==> config.mk <==
export PLATFORM = sky130hd
export DESIGN_NAME = pa_mul_add_algo
export DESIGN_NICKNAME = d
export VERILOG_FILES = /design/src/rtl/pa_arith_pkg.sv /design/src/rtl/pa_shift_add_step.sv /design/src/rtl/pa_mul_add_algo.sv
export SDC_FILE = /design/constraint.sdc
export NUM_CORES = 1
export LEC_CHECK = 0
export CAP_MARGIN = 20
export CORE_ASPECT_RATIO = 0.7
export CORE_MARGIN = 2
export CORE_UTILIZATION = 55
export CTS_CLUSTER_SIZE = 24
export DETAILED_ROUTE_END_ITERATION = 10
export PLACE_DENSITY = 0.78
export REMOVE_ABC_BUFFERS = 1
export SKIP_CTS_REPAIR_TIMING = 1
export SYNTH_ARGS = -nofsm -noshare
export SYNTH_HDL_FRONTEND = slang
export SYNTH_HIERARCHICAL = 1
export SYNTH_SLANG_ARGS = --single-unit
==> constraint.sdc <==
create_clock -name i_clk -period 5.85 [get_ports i_clk]
set_input_delay 0.8775 -clock i_clk [delete_from_list [all_inputs] [get_ports i_clk]]
set_output_delay 0.8775 -clock i_clk [all_outputs]
set_load 0.02 [all_outputs]
==> src/rtl/pa_arith_pkg.sv <==
// Shared definitions for the iterative arithmetic blocks (multiplier and divider).
// Latency: n/a (types and constant functions only).
// Backpressure: n/a.
package pa_arith_pkg;

  // Two-state iteration controller shared by the multiply-add and the divider.
  typedef enum logic {
    IDLE = 1'b0,
    RUN  = 1'b1
  } pa_iter_state_t;

  // Iteration counter width for an N-step loop. The extra bit leaves headroom
  // so the counter can reach N-1 for any N.
  function automatic int pa_cnt_w(input int n);
    return $clog2(n) + 1;
  endfunction

endpackage

==> src/rtl/pa_shift_add_step.sv <==
// One radix-2 shift-add multiply iteration, purely combinational.
// Latency: 0 cycles.
// Backpressure: none; the caller decides when to register the outputs.
module pa_shift_add_step #(
  parameter int SIZE_DATA = 32
) (
  input  logic [2*SIZE_DATA-1:0] acc_i,
  input  logic [2*SIZE_DATA-1:0] mcand_sh_i,
  input  logic [SIZE_DATA-1:0]   mplier_sh_i,
  output logic [2*SIZE_DATA-1:0] acc_o,
  output logic [2*SIZE_DATA-1:0] mcand_sh_o,
  output logic [SIZE_DATA-1:0]   mplier_sh_o
);

  // Add the shifted multiplicand when the current multiplier LSB is set. The
  // carry out of the 2N-bit add is dropped: A*B+C never exceeds 2^2N - 2^N.
  always_comb begin
    acc_o       = mplier_sh_i[0] ? (acc_i + mcand_sh_i) : acc_i;
    mcand_sh_o  = mcand_sh_i << 1;
    mplier_sh_o = mplier_sh_i >> 1;
  end

endmodule

==> src/rtl/pa_mul_add_algo.sv <==
// Sequential unsigned multiply-accumulate: o_product = A*B + C, one multiplier bit per clock.
// Latency: N cycles from the capture edge to o_valid; one result every N+1 cycles.
// Backpressure: none; starts are accepted only in IDLE, and i_en_multiply is ignored while busy.
module pa_mul_add_algo
  import pa_arith_pkg::*;
#(
  parameter int SIZE_DATA = 32
) (
  input  logic                   i_clk,
  input  logic                   i_rst,
  input  logic                   i_en_multiply,
  input  logic [SIZE_DATA-1:0]   i_multiplicand,
  input  logic [SIZE_DATA-1:0]   i_multiplier,
  input  logic [SIZE_DATA-1:0]   i_addend,
  output logic [2*SIZE_DATA-1:0] o_product,
  output logic                   o_valid,
  output logic                   o_busy
);

  localparam int                  CNT_W    = pa_cnt_w(SIZE_DATA);
  localparam logic [CNT_W-1:0]    CNT_LAST = CNT_W'(SIZE_DATA - 1);

  pa_iter_state_t         state_q, state_d;
  logic [2*SIZE_DATA-1:0] acc_q, acc_d;
  logic [2*SIZE_DATA-1:0] mcand_sh_q, mcand_sh_d;
  logic [SIZE_DATA-1:0]   mplier_sh_q, mplier_sh_d;
  logic [CNT_W-1:0]       cnt_q, cnt_d;
  logic [2*SIZE_DATA-1:0] product_q, product_d;
  logic                   valid_q, valid_d;
  logic                   busy_q, busy_d;

  logic [2*SIZE_DATA-1:0] step_acc;
  logic [2*SIZE_DATA-1:0] step_mcand_sh;
  logic [SIZE_DATA-1:0]   step_mplier_sh;

  pa_shift_add_step #(
    .SIZE_DATA (SIZE_DATA)
  ) u_step (
    .acc_i       (acc_q),
    .mcand_sh_i  (mcand_sh_q),
    .mplier_sh_i (mplier_sh_q),
    .acc_o       (step_acc),
    .mcand_sh_o  (step_mcand_sh),
    .mplier_sh_o (step_mplier_sh)
  );

  // Next-state logic: capture operands in IDLE, iterate in RUN, publish on the last step.
  always_comb begin
    state_d     = state_q;
    acc_d       = acc_q;
    mcand_sh_d  = mcand_sh_q;
    mplier_sh_d = mplier_sh_q;
    cnt_d       = cnt_q;
    product_d   = product_q;
    valid_d     = 1'b0;
    busy_d      = busy_q;
    case (state_q)
      IDLE: begin
        if (i_en_multiply) begin
          acc_d       = {{SIZE_DATA{1'b0}}, i_addend};
          mcand_sh_d  = {{SIZE_DATA{1'b0}}, i_multiplicand};
          mplier_sh_d = i_multiplier;
          cnt_d       = '0;
          busy_d      = 1'b1;
          state_d     = RUN;
        end
      end
      RUN: begin
        acc_d       = step_acc;
        mcand_sh_d  = step_mcand_sh;
        mplier_sh_d = step_mplier_sh;
        cnt_d       = cnt_q + CNT_W'(1);
        // No early exit on zero operands, so latency never depends on data.
        if (cnt_q == CNT_LAST) begin
          product_d = step_acc;
          valid_d   = 1'b1;
          busy_d    = 1'b0;
          state_d   = IDLE;
        end
      end
      default: state_d = IDLE;
    endcase
  end

  // State and datapath registers; reset aborts any operation in flight.
  always_ff @(posedge i_clk) begin
    if (i_rst) begin
      state_q     <= IDLE;
      acc_q       <= '0;
      mcand_sh_q  <= '0;
      mplier_sh_q <= '0;
      cnt_q       <= '0;
      product_q   <= '0;
      valid_q     <= 1'b0;
      busy_q      <= 1'b0;
    end else begin
      state_q     <= state_d;
      acc_q       <= acc_d;
      mcand_sh_q  <= mcand_sh_d;
      mplier_sh_q <= mplier_sh_d;
      cnt_q       <= cnt_d;
      product_q   <= product_d;
      valid_q     <= valid_d;
      busy_q      <= busy_d;
    end
  end

  assign o_product = product_q;
  assign o_valid   = valid_q;
  assign o_busy    = busy_q;

endmodule
==> results.txt <==
The antenna violation net count after detailed routing came out at 0. The fraction of registers with async set or reset after synthesis came out at 0%. The maximum clock rate came out at 255.8 MHz.

The yosys synthesis warning count is 6. In the routed layout, each cell is associated on average with a via count of 5.680. The power density over the cells is 222.9 nW/µm². The final estimated routing congestion in global placement came out at 0.9305. The reg-to-reg setup timing slack came out at 1.94 ns. For this run, the leading register cell type out of synthesis is sky130_fd_sc_hd__dfxtp_1. The run finished with clean final reports.

The internal cell power is 2.904 mW. In this run the worst setup path terminates at acc_q[53]$_SDFFE_PP0P_. The clock-pin slew reported for the worst setup and hold paths after clock tree synthesis came out at 0.07 ns.

The global router's overall resource usage came out at 24.80%. The startpoint type of the worst setup path is a flop. STA classifies the critical path endpoint as a flop.

After synthesis, flip-flops and latches occupy 30.00% of the total area. The number of storage elements in the synthesis netlist is 233. The placed wire-length estimate is 25.55 mm. The total of max-cap violations came out at 0. The insertion delay to the later sink of the worst-skew pair came out at 0.53 ns. The clock network fraction of total power came out at 43.2%.

The number of failing setup endpoints in the final timing report came out at 0. The number of buffer cells added on primary ports came out at 164. The synthesized netlist contains 71 unique library cells. In the final timing run, aggregate negative setup slack is 0 ns. The switching share of power came out at 24.92%. The total count of hold-check failures in the final report is 0. The effective utilization at floorplan came out at 55.88%. The floorplan die area is 29,650 µm². The layout net count is 1,931. The dominant combinational cell family by area after synthesis is multiplexers.

The power dissipated by switching net loads is 964.0 µW. The post-synthesis share of cell area spent on full adders, half adders and majority gates is 5.280%. The number of clock sinks is 233. Summing the areas of all xor and xnor instances in the mapped netlist gives 3.099% of the synthesized area.

The worst register-to-register path ends at acc_q[53]$_SDFFE_PP0P_. The worst flop-to-flop path startpoint is acc_q[2]$_SDFFE_PP0P_. Setup repair after global routing left no endpoint under its margin. The placed instance count came out at 2,111. The count of final max-slew check failures came out at 0. The total overflow left after global routing is 0. The final wirelength is 37.06 mm. The maximum vdd drop came out at 0.1698 mV. The gate count of the mapped netlist is 1,785.

The top-level port count is 165. The hold path startpoint is o_product[33]$_SDFFE_PP0P_. In this run, flip-flops and latches consume 43.2% of the power. Clock skew on the completed layout was measured at 0.007348 ns. The floorplan step set the die height to 144.7 µm. The initialized floorplan defines 51 standard-cell rows.

The layout cell share with drive strength beyond 1 is 6.446%. Compared with the post-synthesis result, the final layout area differs by 11.65%. The final clock period utilization by the worst path came out at 66.83%. The maximum level of the CTS H-tree came out at 1.

The worst relative slew slack came out at 30.90%. The clock root buffer is sky130_fd_sc_hd__clkbuf_16. The mean cell area of the mapped netlist came out at 8.709 µm². The post-synth design cell area came out at 15,550 µm². The cell with the biggest individual delay on the critical path is sky130_fd_sc_hd__a211oi_1.

For this block, the via count after detailed routing is 12,246. The minimum clock period is 3.909 ns. The length of the first detailed-routing pass in iterations is 6.

In this run the deepest clock path goes through 3 buffers. The simple logic cell fraction of the synthesized area came out at 18.66%. Counting flops with a built-in enable in the synthesized netlist gives 0.

The starting DRC count in detailed routing is 897. Traced cell by cell, the critical path runs through ha_1 -> o21ai_0 -> o21ai_0 -> o2111ai_1 -> a211oi_1 -> o2111ai_1 -> and3_1 -> o21bai_1 -> a21oi_1 -> xnor2_1 -> mux2_2 -> a21oi_1 -> nor2_1. TritonCTS created 24 clock buffers. The critical path is of the flop to flop type. The min-delay analysis places its worst path in the category flop to flop. Entering global routing, the biggest net connects 160 pins. In this run the horizontal extent of the chip is 204.9 µm.

The critical path starts at acc_q[2]$_SDFFE_PP0P_. The number of non-filler instances in the completed layout came out at 2,156. Per report_power, the combinational group accounts for 13.6% of the total. The mux contribution to synthesized area came out at 21.15%. The most common cell after layout, fill and taps aside is sky130_fd_sc_hd__dfxtp_1. The first-pass GRT wire length is 60.22 mm.

Leaving out fill and tap cells, the most frequent cells in the layout are 231 x sky130_fd_sc_hd__dfxtp_1, 210 x sky130_fd_sc_hd__nor2_1, 162 x sky130_fd_sc_hd__mux2i_1, 162 x sky130_fd_sc_hd__clkdlybuf4s50_1, 148 x sky130_fd_sc_hd__a21oi_1. The number of global-route vias before repair was 11,734. The path depth of the worst reg2reg path is 13. TritonCTS built the clock tree. The region available for standard cell placement spans 27,820 µm².

The largest driver fanout on the critical path is 5. The DRC violations left is 0. The final design utilization came out at 62.39%. The pin slew with the least headroom to its limit came out at 1.037 ns.

The post-synthesis compound-gate area fraction is 13.13%. On the worst path, the slowest cell contributes a delay of 0.55 ns. After detailed routing, the average wire length per cell comes to 17.19 µm.

The critical path data arrival time came out at 4.29 ns. Data on the critical path is required at its endpoint by 6.23 ns. Counting the fill cells in the layout gives 2,355. The initial antenna violation count is 2. The leakage power summed over all cells is 6.858 nW.
power by group through the flow:
| stage | sequential [mW] | combinational [mW] | clock (mW) |
|---|---|---|---|
| after floorplan | 1.73 | 0.312 | 0 |
| after global placement | 1.70 | 0.503 | 0 |
| after detailed placement | 1.71 | 0.516 | 0 |
| after CTS | 1.67 | 0.522 | 1.71 |
| after global routing | 1.68 | 0.574 | 1.77 |
| final | 1.67 | 0.525 | 1.67 |
worst min path at each step:
stage / endpoint / slack, ns / depth (start not counted)
floorplan: mplier_sh_q[0]$_SDFFE_PP0P_ / 0.46 / 2
global placement: o_product[62]$_SDFFE_PP0P_ / 0.46 / 2
detailed placement: o_product[40]$_SDFFE_PP0P_ / 0.46 / 2
CTS: o_product[17]$_SDFFE_PP0P_ / 0.47 / 2
global route: o_product[58]$_SDFFE_PP0P_ / 0.49 / 2
finish: o_product[33]$_SDFFE_PP0P_ / 0.47 / 2
sequential cells by signal, indices dropped and copies added (netlist names):
name,cells
mcand_sh_q,64
acc_q,64
mplier_sh_q,32
state_q,1
o_busy,1
cnt_q,6
o_product,64
o_valid,1
critical path: cells and delay by family (launching register included):
kind / cells / cell delay (ns)
mux: 1 / 0.28
compound gates: 8 / 2.27
simple gates: 2 / 0.36
fa+ha+maj: 1 / 0.38
xor+xnor: 1 / 0.14
flops: 1 / 0.32
metrics by stage:
stage                     total power [mW]  setup slack, ns  area (µm²)  hold slack, ns
after floorplan                      2.042           -3.031       14280          0.4559
after global placement               2.204            2.167       16470          0.4580
after detailed placement             2.221            2.068       16470          0.4604
after CTS                            3.902            2.023       17330          0.4742
after global routing                 4.017            1.756       17350          0.4918
final                                3.868            1.941       17360          0.4720
metal layers:
metal  up-vias  GRT usage (%)  share of wire [%]
met5         -              0              0.030
met4         2          4.430                1.3
met3        34          4.254                5.9
met2       323          38.35                 42
met1      5768          36.48                 51
li1       6119              -                  -
kinds of logic (layout without fill, tap and decap cells):
family,count (synthesis),count (layout)
AND/OR/NAND/NOR,560,560
AO/OA/AOI/OAI,324,324
multiplexers,310,310
buffers and inverters,237,235
flip-flops,233,233
adder cells (fa/ha/maj),65,65
XOR/XNOR,55,55
other,1,3
synth_stat cells (all sizes together), types with 4 or more instances:
master	count	area (µm²)
xor2	18	157.7
o21ai	48	240.2
nor2b	7	43.79
o2111ai	5	43.79
o21bai	18	138.9
inv	19	71.32
nor3b	67	503.0
mux2i	162	1622
nand2b	137	857.1
dfxtp	233	4664
nor2	211	794.5
o211ai	5	42.54
and2	8	50.05
a31oi	5	31.28
nand3	12	60.06
a21o	47	352.8
ha	64	800.8
clkbuf	84	316.6
nand4	21	131.4
buf	134	957.2
or3	4	25.02
and3	5	31.28
xnor2	37	324.1
nor3	16	85.08
a211oi	9	67.56
a21oi	148	740.7
nand2	59	221.5
a21boi	5	37.53
mux2	148	1667
layout make-up:
cell class / count / area [µm²] / share of cell area, %
multi-input combinational: 1316 / 9544 / 54.99
sequential: 233 / 4669 / 26.90
timing repair buffer: 173 / 1744 / 10.05
clock buffer: 34 / 709.4 / 4.087
tap: 371 / 464.2 / 2.674
clock inverter: 9 / 151.4 / 0.8723
inverter: 19 / 71.32 / 0.4109
antenna: 1 / 2.502 / 0.01442
Power figures use the tool's default switching activity.
